### src/rtl/csr_regfile.sv
// Parametrised CSR register file: per-register access mode, bit mask and reset value,
// byte enables, sticky read-to-clear capture, 1-cycle req/ack handshake. Optional: CSR_BUS_ERR_EN.

module csr_reg_slot #(
    parameter int              DATA_W = 32,
    parameter logic [1:0]      MODE   = 2'd0,
    parameter logic [DATA_W-1:0] MASK = '1,
    parameter logic [DATA_W-1:0] INIT = '0
) (
    input  logic              clk,
    input  logic              srst,
    input  logic              wr_en,
    input  logic              rd_en,
    input  logic [DATA_W/8-1:0] be,
    input  logic [DATA_W-1:0] wdat,
    input  logic [DATA_W-1:0] hw_d,
    input  logic              hw_set,
    output logic [DATA_W-1:0] value,
    output logic [DATA_W-1:0] rd_val
);
    localparam logic [1:0] WR_RD    = 2'd0;
    localparam logic [1:0] WO_PULSE = 2'd1;
    localparam logic [1:0] RD_ONLY  = 2'd2;

    logic [DATA_W-1:0] bmask;
    logic [DATA_W-1:0] wdat_m;

    always_comb begin
        bmask = '0;
        for (int b = 0; b < DATA_W/8; b++) bmask[b*8 +: 8] = {8{be[b]}};
        wdat_m = wdat & bmask & MASK;
    end

    // Every mode uses only a subset of the inputs; fold the rest here.
    logic unused_ok;
    assign unused_ok = ^{clk, srst, wr_en, rd_en, wdat_m, hw_d, hw_set};

    generate
        if (MODE == WR_RD) begin : g_wr_rd
            logic [DATA_W-1:0] val_q, val_d;
            always_comb val_d = wr_en ? ((val_q & ~(bmask & MASK)) | wdat_m) : val_q;
            always_ff @(posedge clk) begin
                if (srst) val_q <= INIT & MASK;
                else      val_q <= val_d;
            end
            assign value  = val_q;
            assign rd_val = val_q;
        end else if (MODE == WO_PULSE) begin : g_wo_pulse
            logic [DATA_W-1:0] val_q, val_d;
            always_comb val_d = wr_en ? wdat_m : '0;
            always_ff @(posedge clk) begin
                if (srst) val_q <= '0;
                else      val_q <= val_d;
            end
            assign value  = val_q;
            assign rd_val = '0;
        end else if (MODE == RD_ONLY) begin : g_rd_only
            assign value  = hw_d & MASK;
            assign rd_val = hw_d & MASK;
        end else begin : g_rd_clr
            logic [DATA_W-1:0] cap_q, cap_d;
            // A read clears first, so a same-edge hw_set lands in the fresh capture.
            always_comb begin
                cap_d = rd_en ? '0 : cap_q;
                if (hw_set) cap_d = cap_d | (hw_d & MASK);
            end
            always_ff @(posedge clk) begin
                if (srst) cap_q <= '0;
                else      cap_q <= cap_d;
            end
            assign value  = cap_q;
            assign rd_val = cap_q;
        end
    endgenerate
endmodule

module csr_regfile #(
    parameter int NUM_REGS = 5,
    parameter int DATA_W   = 32,
    parameter int ADDR_W   = $clog2(NUM_REGS),
    parameter logic [2*NUM_REGS-1:0]      REG_MODE = {2'd1, 2'd0, 2'd3, 2'd1, 2'd0},
    parameter logic [NUM_REGS*DATA_W-1:0] REG_MASK = {32'h1, 32'h7FFF, 32'h800000FF, 32'h1, 32'hFF},
    parameter logic [NUM_REGS*DATA_W-1:0] REG_INIT = '0
) (
    input  logic                       clk,
    input  logic                       srst,
    input  logic                       bus_req,
    input  logic                       bus_we,
    input  logic [ADDR_W-1:0]          bus_addr,
    input  logic [DATA_W/8-1:0]        bus_be,
    input  logic [DATA_W-1:0]          bus_wdat,
    output logic                       bus_ack,
    output logic [DATA_W-1:0]          bus_rdat,
    output logic                       bus_err,
    output logic [NUM_REGS*DATA_W-1:0] reg_q,
    output logic [NUM_REGS-1:0]        reg_wstb,
    input  logic [NUM_REGS*DATA_W-1:0] hw_d,
    input  logic [NUM_REGS-1:0]        hw_set
);
    localparam logic [0:0] S_IDLE = 1'b0;
    localparam logic [0:0] S_ACK  = 1'b1;

    logic [0:0]          state_q, state_d;
    logic                ack_q, ack_d;
    logic [DATA_W-1:0]   rdat_q, rdat_d;
    logic [NUM_REGS-1:0] wstb_q, wstb_d;

    logic                accept;
    logic [NUM_REGS-1:0] hit, wr_en, rd_en;
    logic [NUM_REGS-1:0][DATA_W-1:0] hw_d_a, val_a, rd_val;
    logic [DATA_W-1:0]   rd_sel;

    assign hw_d_a = hw_d;
    assign reg_q  = val_a;
    assign accept = (state_q == S_IDLE) && bus_req;

    generate
        for (genvar i = 0; i < NUM_REGS; i++) begin : g_reg
            assign hit[i]   = (bus_addr == ADDR_W'(i));
            assign wr_en[i] = accept && bus_we && hit[i];
            assign rd_en[i] = accept && !bus_we && hit[i];
            csr_reg_slot #(
                .DATA_W (DATA_W),
                .MODE   (REG_MODE[2*i +: 2]),
                .MASK   (REG_MASK[i*DATA_W +: DATA_W]),
                .INIT   (REG_INIT[i*DATA_W +: DATA_W])
            ) u_slot (
                .clk    (clk),
                .srst   (srst),
                .wr_en  (wr_en[i]),
                .rd_en  (rd_en[i]),
                .be     (bus_be),
                .wdat   (bus_wdat),
                .hw_d   (hw_d_a[i]),
                .hw_set (hw_set[i]),
                .value  (val_a[i]),
                .rd_val (rd_val[i])
            );
        end
    endgenerate

    always_comb begin
        rd_sel = '0;
        for (int i = 0; i < NUM_REGS; i++) if (hit[i]) rd_sel = rd_val[i];
    end

    always_comb begin
        state_d = accept ? S_ACK : S_IDLE;
        ack_d   = accept;
        wstb_d  = wr_en;
        rdat_d  = (accept && !bus_we) ? rd_sel : '0;
    end

    always_ff @(posedge clk) begin
        if (srst) begin
            state_q <= S_IDLE;
            ack_q   <= 1'b0;
            rdat_q  <= '0;
            wstb_q  <= '0;
        end else begin
            state_q <= state_d;
            ack_q   <= ack_d;
            rdat_q  <= rdat_d;
            wstb_q  <= wstb_d;
        end
    end

    assign bus_ack  = ack_q;
    assign bus_rdat = rdat_q;
    assign reg_wstb = wstb_q;

`ifdef CSR_BUS_ERR_EN
    logic                err_q, err_d;
    logic [NUM_REGS-1:0] ro_m, wo_m;

    generate
        for (genvar i = 0; i < NUM_REGS; i++) begin : g_err
            assign ro_m[i] = REG_MODE[2*i+1];
            assign wo_m[i] = (REG_MODE[2*i +: 2] == 2'd1);
        end
    endgenerate

    always_comb err_d = accept && (!(|hit) || (bus_we && |(hit & ro_m)) || (!bus_we && |(hit & wo_m)));

    always_ff @(posedge clk) begin
        if (srst) err_q <= 1'b0;
        else      err_q <= err_d;
    end
    assign bus_err = err_q;
`else
    assign bus_err = 1'b0;
`endif
endmodule

### config.mk
export PLATFORM = sky130hd
export DESIGN_NAME = csr_regfile
export DESIGN_NICKNAME = d
export VERILOG_FILES = /design/src/rtl/csr_regfile.sv
export SDC_FILE = /design/constraint.sdc
export NUM_CORES = 1
export LEC_CHECK = 0
export CORE_AREA = 3 3 156 158
export CTS_BUF_LIST = sky130_fd_sc_hd__clkbuf_8
export CTS_CLUSTER_DIAMETER = 30
export DETAILED_ROUTE_END_ITERATION = 12
export DIE_AREA = 0 0 159 161
export PLACE_DENSITY = 0.55
export SYNTH_ARGS = -nofsm -noshare
export SYNTH_HDL_FRONTEND = slang
export SYNTH_SLANG_ARGS = --single-unit
export TNS_END_PERCENT = 100
### constraint.sdc
create_clock -name clk -period 4 [get_ports clk]
set_input_delay 0.6 -clock clk [delete_from_list [all_inputs] [get_ports clk]]
set_output_delay 0.6 -clock clk [all_outputs]
set_load 0.03 [all_outputs]
# After elaboration in Yosys (flattened, before gate mapping)
# Cells that the tools add are included.
# totals
regBits	199
inputBits	208
out_inout_bits	199
wordCells	48
# classes
n_eq_ne	4
muxes	7
bitwise_logic	12
reduce_logical	14
# op_table
operator	count
2-to-1 mux 32 bit	6
bitwise AND 32 bit	2
inverter 15 -> 32 bit	1
inverter 8 -> 32 bit	1
OR 32 x 15 -> 32 bit	1
OR 32 bit	1
OR 32 x 8 -> 32 bit	1
bitwise AND 15 bit	1
logical AND 1 bit	9
equality test 3 x 2 -> 1 bit (second input constant)	2
inverter 1 bit	4
OR reduction 2 bit	2
equality test 3 x 1 -> 1 bit (second input constant)	1
equality test 3 bit (second input constant)	1
zero test 3 bit	1
OR reduction 3 bit	1
zero test 1 bit	1
2-to-1 mux 1 bit	1

# Depth between registers and ports, before layout
# Gate-level depths: netlist of run 1.
# logic_depth
word_depth	7
mapped_depth	5
depth_no_buf	3

# By module
# Synthesis of run 1 repeated with hierarchy kept, for this count alone.
# hier_totals
hier_cells	726
hier_area_um2	5878.1
# by_module_without_submodules
mod	instances	cells_per_inst	area_per_inst_um2	seq_area_each_um2
csr_regfile	1	289	2292.2	760.7
csr_reg_slot at g_reg[3].u_slot	1	117	1037.2	300.3
csr_reg_slot at g_reg[1].u_slot ...	2	66	506.7	20.0
csr_reg_slot at g_reg[0].u_slot	1	94	790.8	160.2
csr_reg_slot at g_reg[2].u_slot	1	94	744.5	180.2

# Worst setup path before layout of run 1
# No wires, ideal clock.
# synth_timing
kind	input port to flip-flop
startpoint	input bus_addr[2]
endpoint	register rdat_q[31] (netlist: bus_rdat[31])
setup_ns	0.073
arrival_time_ns	1.613
required_ns	3.927
path_slack_ns	2.314
path_stages	4
path_buffers	1
path_cell_list	or4b_4 -> or2_1 -> buf_6 -> nor3_4
# synth_via
elab_chain_cells	5
elab_cells_between_ends	10
classes_between	4 x eq/ne; 4 x mux; 2 x reduce/logical
# synth_rtl
item	line_no	source
start, declared	89	input logic [ADDR_W-1:0] bus_addr,
zero test 3 bit	119	assign hit[i] = (bus_addr == ADDR_W'(i));
2-to-1 mux 32 bit (4 in series)	144	for (int i = 0; i < NUM_REGS; i++) if (hit[i]) rd_sel = rd_val[i];
end signal, assigned	163	rdat_q <= rdat_d;
end, declared	105	logic [DATA_W-1:0] rdat_q, rdat_d;
# Several ways; a longest one is shown, not always the timed one.
# A chain may end at the register's enable or synchronous reset.

==> results of run 1 <==
path summary, 6_finish.rpt:
path                       from                      end  slack, ns  cells after the start
min                    register  bus_rdat[11]$_SDFF_PP0_       0.49                      1
max reg2reg  state_q$_SDFF_PP0_   bus_rdat[0]$_SDFF_PP0_       2.17                      3
max                 bus_addr[0]                 register       1.62                      3
min reg2reg            register  bus_rdat[11]$_SDFF_PP0_       0.49                      1
layout by cell type (no fill, tap or decap):
cell / count
inv_8: 1
mux2i_1: 23
buf_4: 2
nor3_4: 2
nor2_1: 9
clkbuf_8: 5
dfxtp_1: 56
or2b_2: 1
a22oi_1: 8
and3_2: 1
and4_1: 1
nor2_2: 1
a21oi_1: 9
nor4bb_1: 1
nor3b_1: 2
diode_2: 1
clkdlybuf4s50_1: 88
conb_1: 143
mux2_2: 8
nor2b_1: 2
nor3_1: 1
clkinvlp_4: 1
nand4_2: 1
o21ai_0: 9
and4bb_2: 2
and3_1: 1
clkinv_4: 1
and2_1: 7
or4b_4: 1
nand2b_1: 39
nand2_1: 11
buf_2: 1
inv_1: 1
or2_1: 1
cell type report:
type / count / area, um2 / share of cell area, %
Timing Repair Buffer: 91 / 901 / 22.2
Inverter: 1 / 3.75 / 0.0924
Sequential cell: 56 / 1120 / 27.6
Multi-Input combinational cell: 284 / 1540 / 37.9
Clock inverter: 3 / 27.5 / 0.677
Antenna cell: 1 / 2.50 / 0.0616
Tap cell: 319 / 399 / 9.82
Clock buffer: 5 / 68.8 / 1.69
metal layers:
layer / track usage (%) / part of all wire [%] / vias up
met3: 4.08 / 18 / 11
met2: 10.1 / 41 / 188
met4: 1.31 / 0.89 / 4
met5: 0 / 0.23 / -
met1: 8.10 / 40 / 969
li1: - / - / 1027
kinds of logic after synthesis:
kind of cell    Yosys count  share of synthesized area [%]
mux                      31                           9.75
buf+inv                 158                           35.2
flops                    56                           34.1
compound gates           26                           4.57
other cells               1                          0.114
simple gates             84                           16.2
critical path: cells and delay by family:
| family | cells | cell delay (ns) |
|---|---|---|
| mux | 1 | 0.31 |
| buf+inv | 1 | 1.05 |
| simple gates | 1 | 0.65 |
power breakdown:
part	switching, uW	internal, uW
Sequential	7.13	566
Clock	208	129
Combinational	245	64.9
Total	461	761
per-stage QoR:
stage / hold WS (ns) / instance area [um2]
after global placement: 0.472 / 3970
after detailed placement: 0.474 / 3970
final: 0.493 / 4060
after global routing: 0.513 / 4060
after floorplan: 0.603 / 3820
after CTS: 0.499 / 4060
Yosys cell counts, drive strengths merged, types with 2 or more instances:
master  instances
nor3b           2
nand2          11
nor3            3
nand2b         39
mux2i          23
mux2            8
buf           150
a22oi           8
and2            7
o21ai           9
clkbuf          7
and4bb          2
and3            2
nor2b           2
a21oi           9
nor2           10
dfxtp          56
==> flow_metrics.tcl, run 1 <==
set metrics [dict create \
    grt-ovfl-total 0 \
    maxSlewViolCount 0 \
    worstMarginPinSlew_ns 0.883 \
    grt_util_all_layers_pct 6.65 \
    slew_headroom_pct 40.9 \
    fillers 2652 \
    synth_seq_cells 56 \
    initial_core_util_pct 14.1 \
    drive_gt1_share_pct 6.36 \
    setup_ws_ns 1.62 \
    slowest_delay_ns 1.05 \
    setup_violations 0 \
    stdcell_count 760 \
    clock-skew-final_ns 0.0111 \
    drv_cap 0 \
    path_class "input port to register" \
    post_cts_buffers 0 \
    critPathSlowestCell "clkdlybuf4s50_1" \
    antenna_found_initial 2 \
    gp_congestion 0.706 \
    ys.warnings.count 0 \
    synth_area_leaders "dfxtp_1 34%, buf_4 33%, nand2b_1 7.4%, mux2i_1 7.0%, mux2_2 2.7%" \
    io_buffers 89 \
    fp.dieArea_um2 25600 \
    fp.dieH_um 161 \
    cp_data_arrival_time_ns 2.61 \
    pre_cts_ws_ns 1.26 \
    dp.cells 751 \
    crit_path_start_kind "input port" \
    finalCriticalPeriod_ns 2.38 \
    grt_pass1_vias 1962 \
    grt_max_degree 53 \
    crit_fanout 15 \
    synth-main-ff-cell "dfxtp_1" \
    synth_cells 356 \
    critPathRequiredTime_ns 4.24 \
    numCtsBuffers 5 \
    synthArstFlopShare_pct 0 \
    ant_nets 0 \
    status "finished clean" \
    synth_edf_count 0 \
    grt_pass1_wl_um 12900 \
    clk_pin_slew_ns 0.11 \
    powerDensity_nw_per_um2 301 \
    area_delta_synth_final_pct 23.7 \
    cts_root_buf "clkbuf_8" \
    ctsResizeCount 0 \
    wl_um 9060 \
    synth_top_area_share_pct 34.1 \
    die_w_um 159 \
    cts-htree-levels 2 \
    fp-row-count 56 \
    via_count 2199 \
    avgSynthCellArea_um2 9.23 \
    synth_top_area_cell "dfxtp_1" \
    crit_chain "clkdlybuf4s50_1 > nand4_2 > mux2i_1" \
    insertion_delay_ns 0.32 \
    holdBufCountCts 0 \
    layout.nets 647 \
    max_freq_mhz 421 \
    end_kind "register" \
    pin_count 407 \
    ir_drop_mv 0.159 \
    hold_violations 0 \
    drt_first_pass_iters 4 \
    dr.first_iter.drc_count 67 \
    hold_class "register to register" \
    finalPower_uw 1220 \
    cts.sinks 56 \
    syn_area_um2 3280 \
    drc 0 \
    timing.final.crit_share_pct 59.4 \
    setup-tns-final_ns 0 \
    cts_tree "built" \
    ys_seq_area_share_pct 34.1 \
    rsz0062_at_grt "false" \
    drt-vias-per-instance 2.89 \
    dp_hpwl_um 6880 \
    ys_types 31 \
    leakage_uw 0.00166 \
    final_util_pct 17.5 \
    cts_max_path_buffers 2 \
    core_area_um2 23300 \
    wl_per_cell_um 11.9 \
]
(Power assumes the default switching activity.)
==> inputs of run 2 (changes only) <==
--- a/config.mk
+++ b/config.mk
@@ -5,11 +5,11 @@
 export SDC_FILE = /design/constraint.sdc
 export NUM_CORES = 1
 export LEC_CHECK = 0
-export CORE_AREA = 3 3 156 158
+export CORE_AREA = 3 3 157 159
 export CTS_BUF_LIST = sky130_fd_sc_hd__clkbuf_8
 export CTS_CLUSTER_DIAMETER = 30
 export DETAILED_ROUTE_END_ITERATION = 12
-export DIE_AREA = 0 0 159 161
+export DIE_AREA = 0 0 160 162
 export PLACE_DENSITY = 0.55
 export SYNTH_ARGS = -nofsm -noshare
 export SYNTH_HDL_FRONTEND = slang
==> constraint.sdc (replaced) <==
create_clock -name clk -period 2.3 [get_ports clk]
set_input_delay 0.345 -clock clk [delete_from_list [all_inputs] [get_ports clk]]
set_output_delay 0.345 -clock clk [all_outputs]
set_load 0.03 [all_outputs]
==> run 2 against run 1 <==
Against the previous run:
- die area rose by 1.3%
- clock power grew 71%
- highest routed layer unchanged
- critical path depth grew 1
- non-clock buffer count is 5 higher
- hold slack lost 0.011 ns
- sequential cell count did not move
- routed wire length shrank 0.99%
- largest cell class unchanged
- combinational power grew 75%
==> flow_metrics.tcl, run 2 (synthesis results as in run 1) <==
set metrics [dict create \
    clockPowerShare_pct 27.3 \
    finalCriticalPeriod_ns 1.89 \
    maxSlewViolCount 0 \
    gp_congestion 0.693 \
    drt_first_pass_iters 4 \
    ir_drop_mv 0.245 \
    crit_path_start_kind "input port" \
    holdBufCountCts 0 \
    timing.final.crit_share_pct 82.4 \
    cp-endpoint "bus_rdat[31]$_SDFF_PP0_" \
    area_delta_synth_final_pct 25.2 \
    drt-vias-per-instance 2.92 \
    status "finished clean" \
    dp.cells 756 \
    clk_pin_slew_ns 0.11 \
    n_antenna_cell 0 \
    fp.dieH_um 162 \
    wl_um 8970 \
    insertion_delay_ns 0.32 \
    via_count 2231 \
    slew_headroom_pct 63.8 \
    hold_class "input port to register" \
    hold_violations 0 \
    combPwrFrac_pct 25.6 \
    clock-skew-final_ns 0.00702 \
    setup_violations 0 \
    powerDensity_nw_per_um2 516 \
    reg2reg_slack_ns 0.57 \
    seqPwrFrac_pct 47.1 \
    ant_nets 0 \
    wl_per_cell_um 11.7 \
    cts-htree-levels 2 \
    path_class "input port to register" \
    r2r_cells 3 \
    critPathRequiredTime_ns 2.56 \
    cts.sinks 56 \
    cts_root_buf "clkbuf_8" \
    fillers 2662 \
    pre_cts_ws_ns 0.0586 \
    layout_common_cells "143 x conb_1, 88 x clkdlybuf4s50_1, 56 x dfxtp_1" \
    r2r_end "bus_rdat[31]$_SDFF_PP0_" \
    cp_data_arrival_time_ns 2.15 \
    final_common_cell "conb_1" \
    setup-tns-final_ns 0 \
    drv_cap 0 \
    fp-row-count 56 \
    holdWs_ns 0.482 \
    setup_ws_ns 0.406 \
    cts_tree "built" \
    rr_startpoint "state_q$_SDFF_PP0_" \
    end_kind "register" \
    numCtsBuffers 5 \
    switching_power_uw 795 \
    io_buffers 89 \
    grt_util_all_layers_pct 6.30 \
    drive_gt1_share_pct 7.42 \
    cp-startpoint "bus_addr[2]" \
    die_w_um 160 \
    sw_frac_of_total_pct 37.5 \
    worstMarginPinSlew_ns 0.543 \
    pin_count 407 \
    max_freq_mhz 528 \
    grt-ovfl-total 0 \
    grt_max_degree 28 \
    leakage_uw 0.00168 \
    stdcell_count 764 \
    drc 0 \
    dp_hpwl_um 7230 \
    dr.first_iter.drc_count 74 \
    rsz0062_at_grt "false" \
    antenna_found_initial 2 \
    fp.dieArea_um2 25900 \
    grt_pass1_wl_um 12400 \
    cts_max_path_buffers 2 \
    ctsResizeCount 0 \
    crit_fanout 11 \
    core_area_um2 23400 \
    holdPathStages 2 \
    post_cts_buffers 0 \
    grt_pass1_vias 1893 \
    layout.nets 652 \
    initial_core_util_pct 14.0 \
    p_int_uw 1330 \
]
[run 2: changes by cell type in the layout (fill, tap and decap cells not counted), sizes merged]
cell | previous run | this run
diode | 1 | 0
buf | 3 | 8
[run 2: metal layers]
layer  GRT usage [%]  routed length, um  vias to the layer above  share of wire, %
li1                -                  -                     1036                 -
met1            7.97               3730                     1002                42
met2            10.1               3830                      179                43
met3            2.91               1330                       10                15
met4           0.947                 57                        4              0.64
met5               0                 27                        -              0.30
[run 2: worst min-delay path by stage]
stage	slack, ns	to	startpoint
floorplan	0.42	reg_wstb[3]$_SDFF_PP0_	bus_addr[2]
global placement	0.47	bus_rdat[10]$_SDFF_PP0_	register
detailed placement	0.48	register	register
CTS	0.46	g_reg[2].u_slot.rd_val[0]$_SDFF_PP0_	srst
global route	0.51	register	register
finish	0.48	g_reg[2].u_slot.rd_val[0]$_SDFF_PP0_	srst
[run 2: final cells by class]
type | instances | area (um2) | share of cell area [%]
clock inverter | 3 | 27.5 | 0.670
sequential | 56 | 1120 | 27.3
multi-input combinational | 284 | 1540 | 37.5
clock buffer | 5 | 68.8 | 1.67
tap | 319 | 399 | 9.71
inverter | 1 | 3.75 | 0.0913
timing repair buffer | 96 | 951 | 23.1
[run 2: through the flow]
step                      instance area (um2)  power (uW)  utilization [%]
after floorplan                          3820        1620                -
after global placement                   4020        1560             17.2
after detailed placement                 4020        1560             17.2
after CTS                                4110        2150             17.6
after global routing                     4110        2210             17.6
final                                    4110        2120             17.6
[run 2: critical path, cell delays in order]
cell	delay, ns
clkdlybuf4s50_1	0.46
or4b_4	0.66
or2_1	0.46
nor3_4	0.22
[run 2: power groups by stage]
stage	Sequential [uW]	Clock (uW)	Combinational [uW]
after global placement	1020	0	539
final	999	579	542
after global routing	1000	637	572
after floorplan	1050	0	572
after detailed placement	1020	0	538
after CTS	1000	614	540
